[src/rtl/uart_pkg.sv]
// uart_pkg
//   Definitions shared by the UART receiver and transmitter.
//   - uart_state_e : frame-level FSM states.
//   - DEF_*        : default frame geometry, in s_ticks oversampling strobes.
//   - max3 / cnt_width : helpers for sizing counters from the tick parameters.
package uart_pkg;

  typedef enum logic [1:0] {
    IDLE  = 2'd0,
    START = 2'd1,
    DATA  = 2'd2,
    STOP  = 2'd3
  } uart_state_e;

  // Serial bits per frame between start and stop: 8 data bits + 1 even-parity bit.
  localparam int DEF_DATA_BITS = 9;
  // Stop-bit length in s_ticks.
  localparam int DEF_SP_TICKS  = 16;
  // Start-bit mid-point in s_ticks.
  localparam int DEF_ST_TICKS  = 8;
  // Data and parity bit length in s_ticks.
  localparam int DEF_DT_TICKS  = 16;

  function automatic int max3(input int a, input int b, input int c);
    int m;
    m = (a > b) ? a : b;
    return (m > c) ? m : c;
  endfunction

  // Counter width that can hold values 0..n-1. It never drops below one
  // bit, so degenerate parameter choices still elaborate.
  function automatic int cnt_width(input int n);
    return (n > 1) ? $clog2(n) : 1;
  endfunction

endpackage

[src/rtl/uart_rx_if.sv]
// uart_rx_if
//   Serial-side and result-side signals of the UART receiver.
//   rx           : serial line, idle high (asynchronous to clk)
//   s_ticks      : one-clk-wide oversampling strobe
//   data_out     : last received data word (Data_bits-1 bits)
//   rx_done_tick : one-clk pulse when a frame completes
//   parity_err   : even-parity mismatch on the last frame
//   frame_err    : stop bit sampled low on the last frame
//   Modports: master = line/strobe driver that consumes the results;
//             slave  = the receiver.
interface uart_rx_if
  import uart_pkg::*;
#(
  parameter int Data_bits = DEF_DATA_BITS
);

  logic                 rx;
  logic                 s_ticks;
  logic [Data_bits-2:0] data_out;
  logic                 rx_done_tick;
  logic                 parity_err;
  logic                 frame_err;

  modport master (
    output rx,
    output s_ticks,
    input  data_out,
    input  rx_done_tick,
    input  parity_err,
    input  frame_err
  );

  modport slave (
    input  rx,
    input  s_ticks,
    output data_out,
    output rx_done_tick,
    output parity_err,
    output frame_err
  );

endinterface

[src/rtl/uart_rx_sync.sv]
// uart_rx_sync
//   Two-flop synchronizer that brings the asynchronous serial line into the
//   clk domain. Both flops reset to 1, the idle level of the line, so leaving
//   reset never looks like a start bit.
//   clk      : clock, rising edge
//   Reset    : synchronous, active-high
//   async_in : asynchronous input
//   sync_out : synchronized output, two clk behind async_in
module uart_rx_sync (
  input  logic clk,
  input  logic Reset,
  input  logic async_in,
  output logic sync_out
);

  logic meta_q;

  // The first flop may go metastable; only the second flop is used downstream.
  always_ff @(posedge clk) begin
    if (Reset) begin
      meta_q   <= 1'b1;
      sync_out <= 1'b1;
    end else begin
      meta_q   <= async_in;
      sync_out <= meta_q;
    end
  end

endmodule

[src/rtl/uart_rx.sv]
// uart_rx
//   Oversampling UART receiver. It finds the start bit on the synchronized
//   line, re-checks it at its mid-point, then samples each data/parity bit and
//   the stop bit one full bit time apart, i.e. near the middle of each bit.
//   Bits arrive LSB first; the last serial bit before stop is even parity.
//   Parameters (all lengths in s_ticks):
//     Data_bits : serial bits per frame between start and stop (data + parity)
//     Sp_ticks  : stop-bit sample point after the last data/parity sample
//     St_ticks  : start-bit mid-point after the falling edge
//     Dt_ticks  : data/parity bit length
//   Ports:
//     clk   : clock, rising edge
//     Reset : synchronous, active-high
//     bus   : uart_rx_if slave (rx, s_ticks in; data_out, rx_done_tick,
//             parity_err, frame_err out)
module uart_rx
  import uart_pkg::*;
#(
  parameter int Data_bits = DEF_DATA_BITS,
  parameter int Sp_ticks  = DEF_SP_TICKS,
  parameter int St_ticks  = DEF_ST_TICKS,
  parameter int Dt_ticks  = DEF_DT_TICKS
) (
  input  logic     clk,
  input  logic     Reset,
  uart_rx_if.slave bus
);

  localparam int TickW = cnt_width(max3(Sp_ticks, St_ticks, Dt_ticks));
  localparam int BitW  = cnt_width(Data_bits);

  localparam logic [TickW-1:0] St_last  = TickW'(St_ticks - 1);
  localparam logic [TickW-1:0] Dt_last  = TickW'(Dt_ticks - 1);
  localparam logic [TickW-1:0] Sp_last  = TickW'(Sp_ticks - 1);
  localparam logic [BitW-1:0]  Bit_last = BitW'(Data_bits - 1);

  logic rx_s;

  uart_state_e            state_q, state_d;
  logic [TickW-1:0]       tick_q, tick_d;
  logic [BitW-1:0]        bit_q, bit_d;
  logic [Data_bits-1:0]   shift_q, shift_d;
  logic [Data_bits-2:0]   data_q, data_d;
  logic                   perr_q, perr_d;
  logic                   ferr_q, ferr_d;
  logic                   done_q, done_d;

  uart_rx_sync u_sync (
    .clk      (clk),
    .Reset    (Reset),
    .async_in (bus.rx),
    .sync_out (rx_s)
  );

  // State, counters, shift register and the registered result outputs.
  // Reset drops any frame in progress; no completion pulse can follow it.
  always_ff @(posedge clk) begin
    if (Reset) begin
      state_q <= IDLE;
      tick_q  <= '0;
      bit_q   <= '0;
      shift_q <= '0;
      data_q  <= '0;
      perr_q  <= 1'b0;
      ferr_q  <= 1'b0;
      done_q  <= 1'b0;
    end else begin
      state_q <= state_d;
      tick_q  <= tick_d;
      bit_q   <= bit_d;
      shift_q <= shift_d;
      data_q  <= data_d;
      perr_q  <= perr_d;
      ferr_q  <= ferr_d;
      done_q  <= done_d;
    end
  end

  // Next-state logic. Everything holds unless a decision is taken, so a
  // stalled s_ticks freezes the frame in place. done_d defaults low, which
  // makes rx_done_tick a single-clk pulse registered together with the new
  // data and error flags.
  always_comb begin
    state_d = state_q;
    tick_d  = tick_q;
    bit_d   = bit_q;
    shift_d = shift_q;
    data_d  = data_q;
    perr_d  = perr_q;
    ferr_d  = ferr_q;
    done_d  = 1'b0;

    case (state_q)
      // Wait for the line to fall; the strobe is irrelevant here, so a start
      // bit is taken on the very first clk back in idle.
      IDLE: begin
        if (!rx_s) begin
          tick_d  = '0;
          state_d = START;
        end
      end

      // At the start-bit mid-point a still-low line confirms the frame;
      // anything else was a glitch and is dropped silently.
      START: begin
        if (bus.s_ticks) begin
          if (tick_q == St_last) begin
            if (!rx_s) begin
              state_d = DATA;
              tick_d  = '0;
              bit_d   = '0;
            end else begin
              state_d = IDLE;
            end
          end else begin
            tick_d = tick_q + TickW'(1);
          end
        end
      end

      // Shift in from the top so the first (LSB) bit ends up at index 0 once
      // all Data_bits bits have been taken; the parity bit sits on top.
      DATA: begin
        if (bus.s_ticks) begin
          if (tick_q == Dt_last) begin
            shift_d = {rx_s, shift_q[Data_bits-1:1]};
            tick_d  = '0;
            bit_d   = bit_q + BitW'(1);
            if (bit_q == Bit_last) begin
              state_d = STOP;
            end
          end else begin
            tick_d = tick_q + TickW'(1);
          end
        end
      end

      // A low stop bit is flagged as a framing error; the word is still
      // delivered. Even parity holds when the XOR over data plus parity is 0.
      STOP: begin
        if (bus.s_ticks) begin
          if (tick_q == Sp_last) begin
            data_d  = shift_q[Data_bits-2:0];
            perr_d  = ^shift_q;
            ferr_d  = ~rx_s;
            done_d  = 1'b1;
            state_d = IDLE;
          end else begin
            tick_d = tick_q + TickW'(1);
          end
        end
      end

      default: begin
        state_d = IDLE;
      end
    endcase
  end

  assign bus.data_out     = data_q;
  assign bus.parity_err   = perr_q;
  assign bus.frame_err    = ferr_q;
  assign bus.rx_done_tick = done_q;

endmodule
[src/flat_wrapper.sv]
// flat-port wrapper written by rule: the top's interface ports become plain ports
module uart_rx_flat import uart_pkg::*;
#(
  parameter int Data_bits = DEF_DATA_BITS,
  parameter int Sp_ticks  = DEF_SP_TICKS,
  parameter int St_ticks  = DEF_ST_TICKS,
  parameter int Dt_ticks  = DEF_DT_TICKS
)
  (clk, Reset, bus_rx, bus_s_ticks, bus_data_out, bus_rx_done_tick, bus_parity_err, bus_frame_err);
  uart_rx_if #(.Data_bits(Data_bits)) bus_i ();
  input  logic clk;
  input  logic Reset;
  input wire logic [$bits(bus_i.rx)-1:0] bus_rx;
  input wire logic [$bits(bus_i.s_ticks)-1:0] bus_s_ticks;
  output wire logic [$bits(bus_i.data_out)-1:0] bus_data_out;
  output wire logic [$bits(bus_i.rx_done_tick)-1:0] bus_rx_done_tick;
  output wire logic [$bits(bus_i.parity_err)-1:0] bus_parity_err;
  output wire logic [$bits(bus_i.frame_err)-1:0] bus_frame_err;
  assign bus_i.rx = bus_rx;
  assign bus_i.s_ticks = bus_s_ticks;
  assign bus_data_out = bus_i.data_out;
  assign bus_rx_done_tick = bus_i.rx_done_tick;
  assign bus_parity_err = bus_i.parity_err;
  assign bus_frame_err = bus_i.frame_err;
  uart_rx #(.Data_bits(Data_bits), .Sp_ticks(Sp_ticks), .St_ticks(St_ticks), .Dt_ticks(Dt_ticks)) u_core (.clk(clk), .Reset(Reset), .bus(bus_i));
endmodule
[config.mk]
export PLATFORM = sky130hd
export DESIGN_NAME = uart_rx_flat
export DESIGN_NICKNAME = d
export VERILOG_FILES = /design/src/rtl/uart_pkg.sv /design/src/rtl/uart_rx_if.sv /design/src/rtl/uart_rx_sync.sv /design/src/rtl/uart_rx.sv /design/src/flat_wrapper.sv
export SDC_FILE = /design/constraint.sdc
export NUM_CORES = 1
export LEC_CHECK = 0
export ABC_AREA = 1
export BUFFER_PORTS_ARGS = -buffer_cell sky130_fd_sc_hd__buf_2
export CELL_PAD_IN_SITES_DETAIL_PLACEMENT = 0
export CELL_PAD_IN_SITES_GLOBAL_PLACEMENT = 1
export CORE_ASPECT_RATIO = 0.8
export CORE_UTILIZATION = 44
export DETAILED_ROUTE_END_ITERATION = 12
export GPL_TIMING_DRIVEN = 0
export PLACE_DENSITY_LB_ADDON = 0.05
export SYNTH_ARGS = -nofsm -noshare
export SYNTH_HDL_FRONTEND = slang
export SYNTH_HIERARCHICAL = 1
export SYNTH_SLANG_ARGS = --single-unit
[constraint.sdc]
create_clock -name clk -period 2.47 [get_ports clk]
set_clock_uncertainty 0.15 [all_clocks]
set_input_delay 0.247 -clock clk [delete_from_list [all_inputs] [get_ports clk]]
set_output_delay 0.247 -clock clk [all_outputs]
set_load 0.03 [all_outputs]
==> results of run 1 <==
==> sequential cells by signal (all words and copies together) (netlist names), named ones only <==
name,cells
u_core/bus.rx_done_tick,1
u_core/u_sync/sync_out,1
u_core/tick_q,4
u_core/state_q,1
u_core/u_sync/meta_q,1
u_core/bus.frame_err,1
u_core/shift_q,9
u_core/bus.data_out,8
u_core/bit_q,4
u_core/bus.parity_err,1
==> metal layers <==
metal	up-vias	share of wire
met3	5	0.039
met5	-	0
met2	25	0.42
li1	758	-
met1	662	0.53
met4	0	0.011
==> cells in the mapped netlist, drive strengths merged <==
cell / n
buf: 4
nand2: 61
ha: 3
nor3: 3
xor2: 1
nand3: 8
dfxtp: 32
o21ai: 26
xnor2: 1
clkbuf: 1
nor2: 22
inv: 37
a21oi: 28
==> logic make-up (layout without fill, tap and decap cells) <==
family,after synthesis,count (layout)
and+or+nand+nor,94,94
adders and majority gates,3,3
xor gates and xnor gates,2,2
AOI/OAI and AO/OA,54,54
DFF,32,32
buffers and inverters,42,65
==> final cells by class <==
type / instances / area (um^2) / share of cell area
buffer: 5 / 41.3 / 0.0228
clock buffer: 7 / 96.3 / 0.0531
clock inverter: 1 / 30.0 / 0.0166
inverter: 37 / 139 / 0.0766
multi-input combinational: 153 / 736 / 0.406
sequential: 32 / 641 / 0.353
tap: 40 / 50.0 / 0.0276
timing repair buffer: 15 / 80.1 / 0.0442
==> worst max-delay path, stage by stage, from the launching register on <==
cell and delay (ns):
dfxtp_1 0.36, ha_1 0.18, nand2_1 0.06, inv_1 0.10, nand2_1 0.10, nand2_2 0.08, nand2_2 0.07, nor2_4 0.11
nand2_4 0.10, buf_6 0.16, o21ai_2 0.10, nor2_1 0.04
==> power groups by stage <==
stage	Combinational (mW)	Clock [mW]	Sequential [mW]
final	0.115	0.540	0.544
after global routing	0.135	0.579	0.546
after CTS	0.115	0.552	0.544
after detailed placement	0.113	0	0.556
after global placement	0.113	0	0.555
after floorplan	0.0905	0	0.553
==> per-stage QoR <==
step,total power [mW],cell area (um^2),instances,hold slack (ns),utilization
final,1.20,1810,290,0.0981,0.563
after detailed placement,0.669,1680,281,0.255,0.521
after global routing,1.26,1810,290,0.105,0.563
after global placement,0.668,1680,281,0.234,0.521
after CTS,1.21,1810,290,0.0971,0.563
after floorplan,0.643,1560,227,0.166,-
==> what timing repair did <==
item | CTS | global route
hold buffers | 1 | 0
endpoints found under the hold margin | 1 | 0
setup endpoints to repair | 0 | 0
==> path summary, 6_finish.rpt <==
kind | to | slack, ns | cells past startpoint
setup / recovery | u_core/shift_q[8] | 0.76 | 11
hold / removal | u_core/tick_q[1] | 0.1 | 2
setup reg to reg | u_core/shift_q[8] | 0.76 | 11
hold reg to reg | u_core/u_sync/sync_out | 0.27 | 2
==> summary.txt, run 1 <==
Clock network
  – Number of clock sinks: 32
  – Later-pin clock latency in the skew report: 0.28 ns
  – Clock tree from TritonCTS: yes
  – Clock transition at the registers of the reported paths: 0.06 ns
  – Max Buffers Root-to-Sink: 2
  – Number of buffers inserted by post-CTS setup repair: 0
  – Number of buffers created by CTS: 5
  – # H-tree levels: 2
  – Number of instances resized during post-cts repair: 0
  – Root Driver: clkbuf_8

Synth
  – Synth Area in Simple Gates: 0.261
  – Post-synthesis net count: 234
  – Number of distinct library cell variants in the gate-level netlist after synthesis: 20
  – Post-synthesis average cell area: 6.86 um^2
  – Synthesized flop and latch total: 32
  – XOR/XNOR Fraction of Synth Area: 0.0113
  – Sequential-to-total area share from yosys stat: 0.412
  – Adder-cell share of the synthesized area: 0.0241
  – Area fraction in compound gates after synthesis: 0.176
  – Top-area cell type share of the netlist area: 0.412
  – Area of the mapped netlist: 1560 um^2
  – Mapped Cells: 227
  – Synth area leader: dfxtp_1
  – Combinational family with the most area after synthesis: simple AND/OR/NAND/NOR gates
  – Yosys warning total: 6
  – Mux share of post-synthesis cell area: 0
  – Area contributors post-synth: dfxtp_1 41%, nand2_1 14%, a21oi_1 9.0%, inv_1 8.2%, o21ai_0 8.0%

Global route
  – Global Route met2 Usage: 0.268
  – Grt met3 use: 0.0558
  – Maximum number of pins on one net before global-route repair: 11
  – All-Layer GR Usage: 0.195
  – Wire length of the first global-routing pass: 5.45 mm
  – GR met1 Demand/Resource: 0.291
  – Most used routing layer: met1
  – Vias in the first global route: 1210
  – Antenna violations before repair: 0
  – Global-route congestion overflow total: 0

Die
  – Core Area: 3220 um^2
  – Chip width: 68.5 um
  – Floorplan die area: 3780 um^2
  – Number of core rows: 18
  – Starting density of the core: 0.483
  – I/O pins: 15
  – Height of the chip: 55.2 um

Cells and area
  – Total of fill cells in the finished design: 325
  – Final Net Count: 256
  – Leading cell type in the layout, fill and taps excluded: nand2_1
  – Diode count: 0
  – Highest-count cells in the layout ignoring fill and taps: 57 x nand2_1, 34 x inv_1, 32 x dfxtp_1
  – Share of cells above drive strength 1: 0.148
  – Area overhead of the layout relative to synthesis: 16.5%

Worst setup path
  – Crit path max fanout: 10
  – Element type at the critical path end: flip-flop
  – Category of the worst setup path launch point: flip-flop
  – Launching element of the worst setup path: u_core/tick_q[0]
  – Worst path required time: 2.49 ns
  – Critical setup path kind: reg2reg
  – Crit path DAT: 1.73 ns
  – Critical register-to-register path startpoint: u_core/tick_q[0]

Routing
  – Post-Route WL: 3.33 mm
  – Number of search-and-repair iterations in the first detailed-routing pass: 4
  – Average wire per standard cell: 11.5 um
  – Number of DRC violations after detailed routing: 0
  – Vias/cell: 5.00
  – Post-route antenna net violation count: 0
  – Number of vias after detailed routing: 1450
  – Count of routing violations after the opening detailed-route iteration: 57

Pwr
  – Maximum VDD drop: 0.000509 V
  – Clk network pwr share: 0.450
  – Leak pwr: 0.866 nW
  – Cell Pwr Density: 661 nW/um^2
  – Internal power: 0.924 mW
  – Share of total power in combinational logic: 0.096
  – Sw Ratio: 0.229
  – Sequential share of power: 0.454
  – Switching pwr: 0.274 mW

Run status
  – Status: finished clean

Timing
  – Number of pins exceeding their max-slew limit in the final report: 0
  – Final setup violation count: 0
  – Maximum clock rate: 0.585 GHz
  – Relative slew slack: 0.711
  – Fin worst setup slack: 0.761 ns
  – Pin slew with the least headroom to its limit: 0.434 ns
  – Final-report hold violation count: 0
  – Accumulated negative setup slack: 0 ns
  – Minimum clock period after layout: 1.71 ns
  – Unrepaired setup endpoints after global routing: false
  – Part of the cycle the worst path needs: 0.692

Min path
  – Hold WC Path Type: in2reg
  – Hold path startpoint: Reset

Place
  – Final weighted congestion of routability-driven global placement: 0.853
  – Count of input and output buffers: 14
  – Detailed-placement wirelength estimate: 2.48 mm
  – Worst slack at placement: 0.778 ns

Run
  – Number of max-capacitance violations reported: 0
No activity file was read; power rests on OpenSTA's default activity.
==> inputs of run 2 (changes only) <==
--- a/config.mk
+++ b/config.mk
@@ -10,7 +10,7 @@
 export CELL_PAD_IN_SITES_DETAIL_PLACEMENT = 0
 export CELL_PAD_IN_SITES_GLOBAL_PLACEMENT = 1
 export CORE_ASPECT_RATIO = 0.8
-export CORE_UTILIZATION = 44
+export CORE_UTILIZATION = 41
 export DETAILED_ROUTE_END_ITERATION = 12
 export GPL_TIMING_DRIVEN = 0
 export PLACE_DENSITY_LB_ADDON = 0.05
==> constraint.sdc (replaced) <==
create_clock -name clk -period 1.8 [get_ports clk]
set_clock_uncertainty 0.15 [all_clocks]
set_input_delay 0.18 -clock clk [delete_from_list [all_inputs] [get_ports clk]]
set_output_delay 0.18 -clock clk [all_outputs]
set_load 0.03 [all_outputs]
==> run 2 against run 1 <==
Register-to-register slack worse by 0.66 ns. Critical path type unchanged. Die area is 7.1% higher. Maximum frequency is 0.30% higher.
==> summary.txt, run 2 (synthesis results as in run 1) <==
Routing
  – Average wire per standard cell: 11.6 um (+1.0%)
  – Count of routing violations after the opening detailed-route iteration: 63 (+11%)
  – Vias/cell: 4.84 (-3.2%)
  – Number of DRC violations after detailed routing: 0 (unchanged)
  – Post-route antenna net violation count: 0 (unchanged)
  – Number of vias after detailed routing: 1437 (-0.90%)
  – Post-Route WL: 3.44 mm (+3.5%)
  – Number of search-and-repair iterations in the first detailed-routing pass: 6 (+2)

Worst setup path
  – Worst reg2reg endpoint: u_core/shift_q[8]
  – Worst path max stage delay: 0.36 ns (about the same)
  – Element type at the critical path end: flip-flop
  – Critical setup path kind: reg2reg
  – Depth of the most critical reg-to-reg path: 11 (unchanged)
  – Crit path DAT: 1.73 ns (about the same)
  – Worst path required time: 1.83 ns (-0.66 ns)
  – Worst path top cell family by delay: simple AND/OR/NAND/NOR gates
  – Category of the worst setup path launch point: flip-flop
  – Reg-to-reg setup timing slack: 0.1 ns (-0.66 ns)
  – Library cell contributing the largest single delay on the critical path: dfxtp_2
  – Crit path max fanout: 6 (-4)
  – Worst path bufs/invs: 2 (unchanged)
  – Critical register-to-register path startpoint: u_core/tick_q[0]
  – Worst-path cell chain: ha_4, nand2_1, inv_2, nand2_2, nand2_2, nand2_4, nor2_4, nand2_4, buf_8, o21ai_2, nor2_1

Clock network
  – Number of clock sinks: 32 (unchanged)
  – Number of buffers created by CTS: 5 (unchanged)
  – Root Driver: clkbuf_8
  – Clock transition at the registers of the reported paths: 0.07 ns (about the same)
  – Later-pin clock latency in the skew report: 0.28 ns (about the same)
  – # H-tree levels: 2 (unchanged)
  – Clock tree from TritonCTS: yes
  – Max Buffers Root-to-Sink: 2 (unchanged)

Cells and area
  – Largest register by flop count: u_core/shift_q
  – Leading cell type in the layout, fill and taps excluded: nand2_1
  – Highest-count cells in the layout ignoring fill and taps: 54 x nand2_1, 33 x inv_1, 30 x dfxtp_1
  – Share of cells above drive strength 1: 0.188 (+0.0402)
  – Final Net Count: 261 (+2.0%)
  – Flip-flop count of the largest register after layout: 9 (unchanged)
  – Core utilization of the finished layout: 0.535 (-0.0281)
  – Area overhead of the layout relative to synthesis: 20.9%
  – Diode count: 0 (unchanged)

Global route
  – All-Layer GR Usage: 0.182 (-0.0138)
  – Antenna violations before repair: 0 (unchanged)
  – Wire length of the first global-routing pass: 5.64 mm (+3.4%)
  – Maximum number of pins on one net before global-route repair: 11 (unchanged)
  – Vias in the first global route: 1274 (+5.3%)
  – Global-route congestion overflow total: 0 (unchanged)

Timing
  – Accumulated negative setup slack: 0 ns (unchanged)
  – Final-report hold violation count: 0 (unchanged)
  – Maximum clock rate: 0.587 GHz (+0.30%)
  – Pin slew with the least headroom to its limit: 0.440 ns (+0.00581 ns)
  – Minimum clock period after layout: 1.70 ns (-0.00512 ns)
  – Final setup violation count: 0 (unchanged)
  – Part of the cycle the worst path needs: 0.946 (+0.255)
  – Number of pins exceeding their max-slew limit in the final report: 0 (unchanged)
  – Worst hold margin: 0.0264 ns (-0.0718 ns)
  – Relative slew slack: 0.707 (-0.00388)
  – Fin worst setup slack: 0.0966 ns (-0.665 ns)

Die
  – Chip width: 70.9 um (+3.5%)
  – Height of the chip: 57.1 um (+3.5%)
  – Core Area: 3520 um^2 (+9.2%)
  – I/O pins: 15 (unchanged)
  – Starting density of the core: 0.442 (-0.0409)
  – Number of core rows: 19 (+1)
  – Floorplan die area: 4050 um^2 (+7.1%)

Place
  – Count of input and output buffers: 14 (unchanged)
  – Worst slack at placement: 0.0899 ns (-0.688 ns)
  – Final weighted congestion of routability-driven global placement: 0.852 (-0.14%)
  – Detailed-placement wirelength estimate: 2.36 mm (-4.9%)

Min path
  – Hold path startpoint: Reset
  – End point of the most critical hold path: u_core/tick_q[1]
  – Hold Path Depth: 2 (unchanged)
  – Hold WC Path Type: in2reg

Pwr
  – Maximum VDD drop: 0.000527 V (+3.5%)
  – Leak pwr: 0.888 nW (+2.5%)
  – Final total power: 1.60 mW (+33%)
  – Cell Pwr Density: 850 nW/um^2 (+29%)

Run
  – Number of max-capacitance violations reported: 0 (unchanged)

Run status
  – Status: finished clean
run 2: changes by cell type in the layout (fill, tap and decap cells not counted), moves of 2 or more:
cell,change
dfxtp_1,-2
clkbuf_8,-2
nand2_2,+3
dfxtp_2,+2
buf_4,+3
nand2_1,-3
run 2: worst max-delay path by stage:
stage                           from                end  slack, ns  depth (start not counted)
floorplan           u_core/tick_q[0]  u_core/shift_q[8]       0.25                         11
global placement    u_core/tick_q[0]  u_core/shift_q[8]       0.11                         11
detailed placement  u_core/tick_q[0]  u_core/shift_q[8]       0.09                         11
CTS                 u_core/tick_q[0]  u_core/shift_q[8]       0.07                         11
global route        u_core/tick_q[0]  u_core/shift_q[8]      -0.02                         11
finish              u_core/tick_q[0]  u_core/shift_q[8]        0.1                         11
run 2: routing by layer:
layer / GRT usage / routed length (um) / up-vias
met3: 0.0512 / 199 / 4
met1: 0.262 / 1750 / 628
li1: - / - / 771
met2: 0.255 / 1450 / 34
met4: 0.0714 / 35 / 0
met5: 0 / 0 / -
run 2: repair_timing:
| action | in CTS | in global routing |
|---|---|---|
| resized for setup | 0 | 10 |
| buffers inserted | 0 | 3 |
| hold buffers | 1 | 0 |
| endpoints found under the hold margin | 1 | 0 |
| endpoints found under the setup margin | 0 | 17 |
run 2: cell type report:
cell class / instances / area, um^2
clock buffer: 6 / 72.6
tap: 42 / 52.6
clock inverter: 2 / 35.0
multi-input combinational: 154 / 767
buffer: 5 / 45.0
inverter: 37 / 139
timing repair buffer: 19 / 128
fill: 347 / 1640
sequential: 32 / 643
run 2: power by group:
group	internal [mW]	switching [mW]	leakage, nW	total (mW)
clock	0.410	0.258	0.0552	0.668
combinational	0.0679	0.114	0.573	0.182
sequential	0.727	0.0233	0.259	0.750
run 2: stage by stage:
| stage | cell area (um^2) | cells |
|---|---|---|
| final | 1880 | 297 |
| after global routing | 1880 | 297 |
| after CTS | 1800 | 292 |
| after detailed placement | 1680 | 283 |
| after global placement | 1680 | 283 |
| after floorplan | 1560 | 227 |
==> inputs of run 3 (changes only) <==
--- a/config.mk
+++ b/config.mk
@@ -7,7 +7,7 @@
 export LEC_CHECK = 0
 export ABC_AREA = 1
 export BUFFER_PORTS_ARGS = -buffer_cell sky130_fd_sc_hd__buf_2
-export CELL_PAD_IN_SITES_DETAIL_PLACEMENT = 0
+export CELL_PAD_IN_SITES_DETAIL_PLACEMENT = 1
 export CELL_PAD_IN_SITES_GLOBAL_PLACEMENT = 1
 export CORE_ASPECT_RATIO = 0.8
 export CORE_UTILIZATION = 41
==> run 3 against run 2 <==
Combinational power barely moved. Non-clock buffer count is 2 lower. Cell area fell by 0.20%. Worst hold slack worse by 0.011 ns. Maximum frequency down 0.97%. Worst setup slack lost 0.017 ns. Largest power group unchanged.
==> summary.txt, run 3 (synthesis results as in run 1) <==
Run status
  – Status: finished clean

Worst setup path
  – Worst path required time: 1.82 ns (about the same)
  – Crit path DAT: 1.74 ns (about the same)
  – Category of the worst setup path launch point: flip-flop
  – Critical setup path kind: reg2reg
  – Crit path max fanout: 6 (unchanged)
  – Element type at the critical path end: flip-flop

Pwr
  – Internal power: 1.20 mW (-0.53%)
  – Cell Pwr Density: 855 nW/um^2 (+0.55%)
  – Maximum VDD drop: 0.000508 V (-3.7%)
  – Sw Ratio: 0.253 (+0.00656)
  – Share of total power in combinational logic: 0.112 (-0.002)
  – Switching pwr: 0.407 mW (+3.0%)
  – Leak pwr: 0.878 nW (-1.1%)
  – Sequential share of power: 0.469 (about the same)
  – Clk network pwr share: 0.419 (+0.002)
  – Final total power: 1.61 mW (+0.35%)

Routing
  – Number of DRC violations after detailed routing: 0 (unchanged)
  – Count of routing violations after the opening detailed-route iteration: 46 (-27%)
  – Post-route antenna net violation count: 0 (unchanged)
  – Post-Route WL: 4.11 mm (+19%)
  – Number of search-and-repair iterations in the first detailed-routing pass: 6 (unchanged)
  – Average wire per standard cell: 13.9 um (+20%)
  – Vias/cell: 5.04 (+4.3%)
  – Number of vias after detailed routing: 1488 (+3.5%)

Global route
  – Vias in the first global route: 1568 (+23%)
  – Maximum number of pins on one net before global-route repair: 11 (unchanged)
  – Grt met3 use: 0.0565 (+0.00530)
  – Antenna violations before repair: 0 (unchanged)
  – Most used routing layer: met2
  – GR met1 Demand/Resource: 0.285 (+0.0224)
  – Global-route congestion overflow total: 0 (unchanged)
  – Global Route met2 Usage: 0.379 (+0.124)
  – All-Layer GR Usage: 0.227 (+0.0449)
  – Wire length of the first global-routing pass: 7.03 mm (+25%)

Clock network
  – Clock tree from TritonCTS: yes
  – Number of clock sinks: 32 (unchanged)
  – Later-pin clock latency in the skew report: 0.28 ns (about the same)
  – Clock transition at the registers of the reported paths: 0.07 ns (about the same)
  – Number of buffers created by CTS: 5 (unchanged)
  – # H-tree levels: 2 (unchanged)
  – Root Driver: clkbuf_8
  – Max Buffers Root-to-Sink: 2 (unchanged)

Cells and area
  – Flip-flop count of the largest register after layout: 9 (unchanged)
  – Final Net Count: 259 (-0.77%)
  – Largest register by flop count: u_core/shift_q
  – Share of cells above drive strength 1: 0.190 (+0.00149)
  – Final design instance area without fill: 1880 um^2 (-0.20%)
  – Highest-count cells in the layout ignoring fill and taps: 54 x nand2_1, 33 x inv_1, 30 x dfxtp_1
  – Diode count: 0 (unchanged)
  – Leading cell type in the layout, fill and taps excluded: nand2_1
  – Area overhead of the layout relative to synthesis: 20.7%

Place
  – Final weighted congestion of routability-driven global placement: 0.852 (unchanged)
  – Count of input and output buffers: 14 (unchanged)
  – Area after detailed placement: 1680 um^2 (unchanged)
  – Detailed-placement wirelength estimate: 3.01 mm (+27%)
  – Worst slack at placement: 0.0538 ns (-0.0360 ns)

Die
  – I/O pins: 15 (unchanged)
  – Floorplan die area: 4050 um^2 (unchanged)
  – Height of the chip: 57.1 um (unchanged)
  – Number of core rows: 19 (unchanged)
  – Core Area: 3520 um^2 (unchanged)
  – Starting density of the core: 0.442 (unchanged)
  – Chip width: 70.9 um (unchanged)

Timing
  – Fin worst setup slack: 0.0799 ns (-0.0167 ns)
  – Minimum clock period after layout: 1.72 ns (+0.0167 ns)
  – Unrepaired setup endpoints after global routing: false
  – Accumulated negative setup slack: 0 ns (unchanged)
  – Part of the cycle the worst path needs: 0.956 (+0.00929)
  – Final setup violation count: 0 (unchanged)
  – Final-report hold violation count: 0 (unchanged)
  – Number of pins exceeding their max-slew limit in the final report: 0 (unchanged)
  – Maximum clock rate: 0.581 GHz (-0.97%)
  – Pin slew with the least headroom to its limit: 0.489 ns (+0.0488 ns)
  – Relative slew slack: 0.674 (-0.0326)

Min path
  – Hold WC Path Type: in2reg

Run
  – Number of max-capacitance violations reported: 0 (unchanged)
run 3: metal layers:
| layer | vias up | share of wire |
|---|---|---|
| met1 | 699 | 0.50 |
| met4 | 0 | 0.013 |
| met2 | 21 | 0.46 |
| met3 | 7 | 0.032 |
| li1 | 761 | - |
| met5 | - | 0 |
run 3: through the flow:
step                cells  hold slack, ns   util
finish                295          0.0157  0.534
global route          295          0.0341  0.534
CTS                   292          0.0203  0.511
floorplan             227          0.0991      -
global placement      283           0.210  0.477
detailed placement    283           0.223  0.477
run 3: worst max-delay path, cell delays in order (launching register included):
cell     delay (ns)
dfxtp_4        0.37
ha_4           0.13
nand2_1        0.06
inv_2          0.09
nand2_2        0.07
nand2_2        0.09
nand2_4        0.07
nor2_4         0.17
nand2_4        0.11
buf_8          0.15
o21ai_2        0.11
nor2_1         0.05
run 3: layout make-up:
cell class | instances | area, um^2
well taps | 42 | 52.6
inverters | 37 | 139
repair buffers | 17 | 113
clock inverters | 2 | 35.0
plain buffers | 5 | 45.0
flip-flops and latches | 32 | 646
multi-input cells | 154 | 776
clock buffers | 6 | 72.6
fillers | 464 | 1640
run 3: power groups by stage:
stage	clock, mW	sequential, mW	combinational (mW)
2_1_floorplan	0	0.758	0.124
3_3_place_gp	0	0.761	0.156
3_5_place_dp	0	0.763	0.163
4_1_cts	0.696	0.747	0.165
5_1_grt	0.722	0.755	0.207
6_report	0.672	0.753	0.180
run 3: worst paths after layout:
check,from,to,slack [ns],depth (start not counted)
hold / removal,Reset,u_core/tick_q[1],0.02,2
setup / recovery,u_core/tick_q[0],u_core/shift_q[8],0.08,11
setup reg to reg,u_core/tick_q[0],u_core/shift_q[8],0.08,11
hold reg to reg,u_core/u_sync/meta_q,u_core/u_sync/sync_out,0.26,2
run 3: repair_timing:
item,4_1_cts,5_1_grt
setup buffers,0,1
hold buffers,1,0
endpoints found under the setup margin,0,23
resized for setup,0,15
hold endpoints to repair,1,0
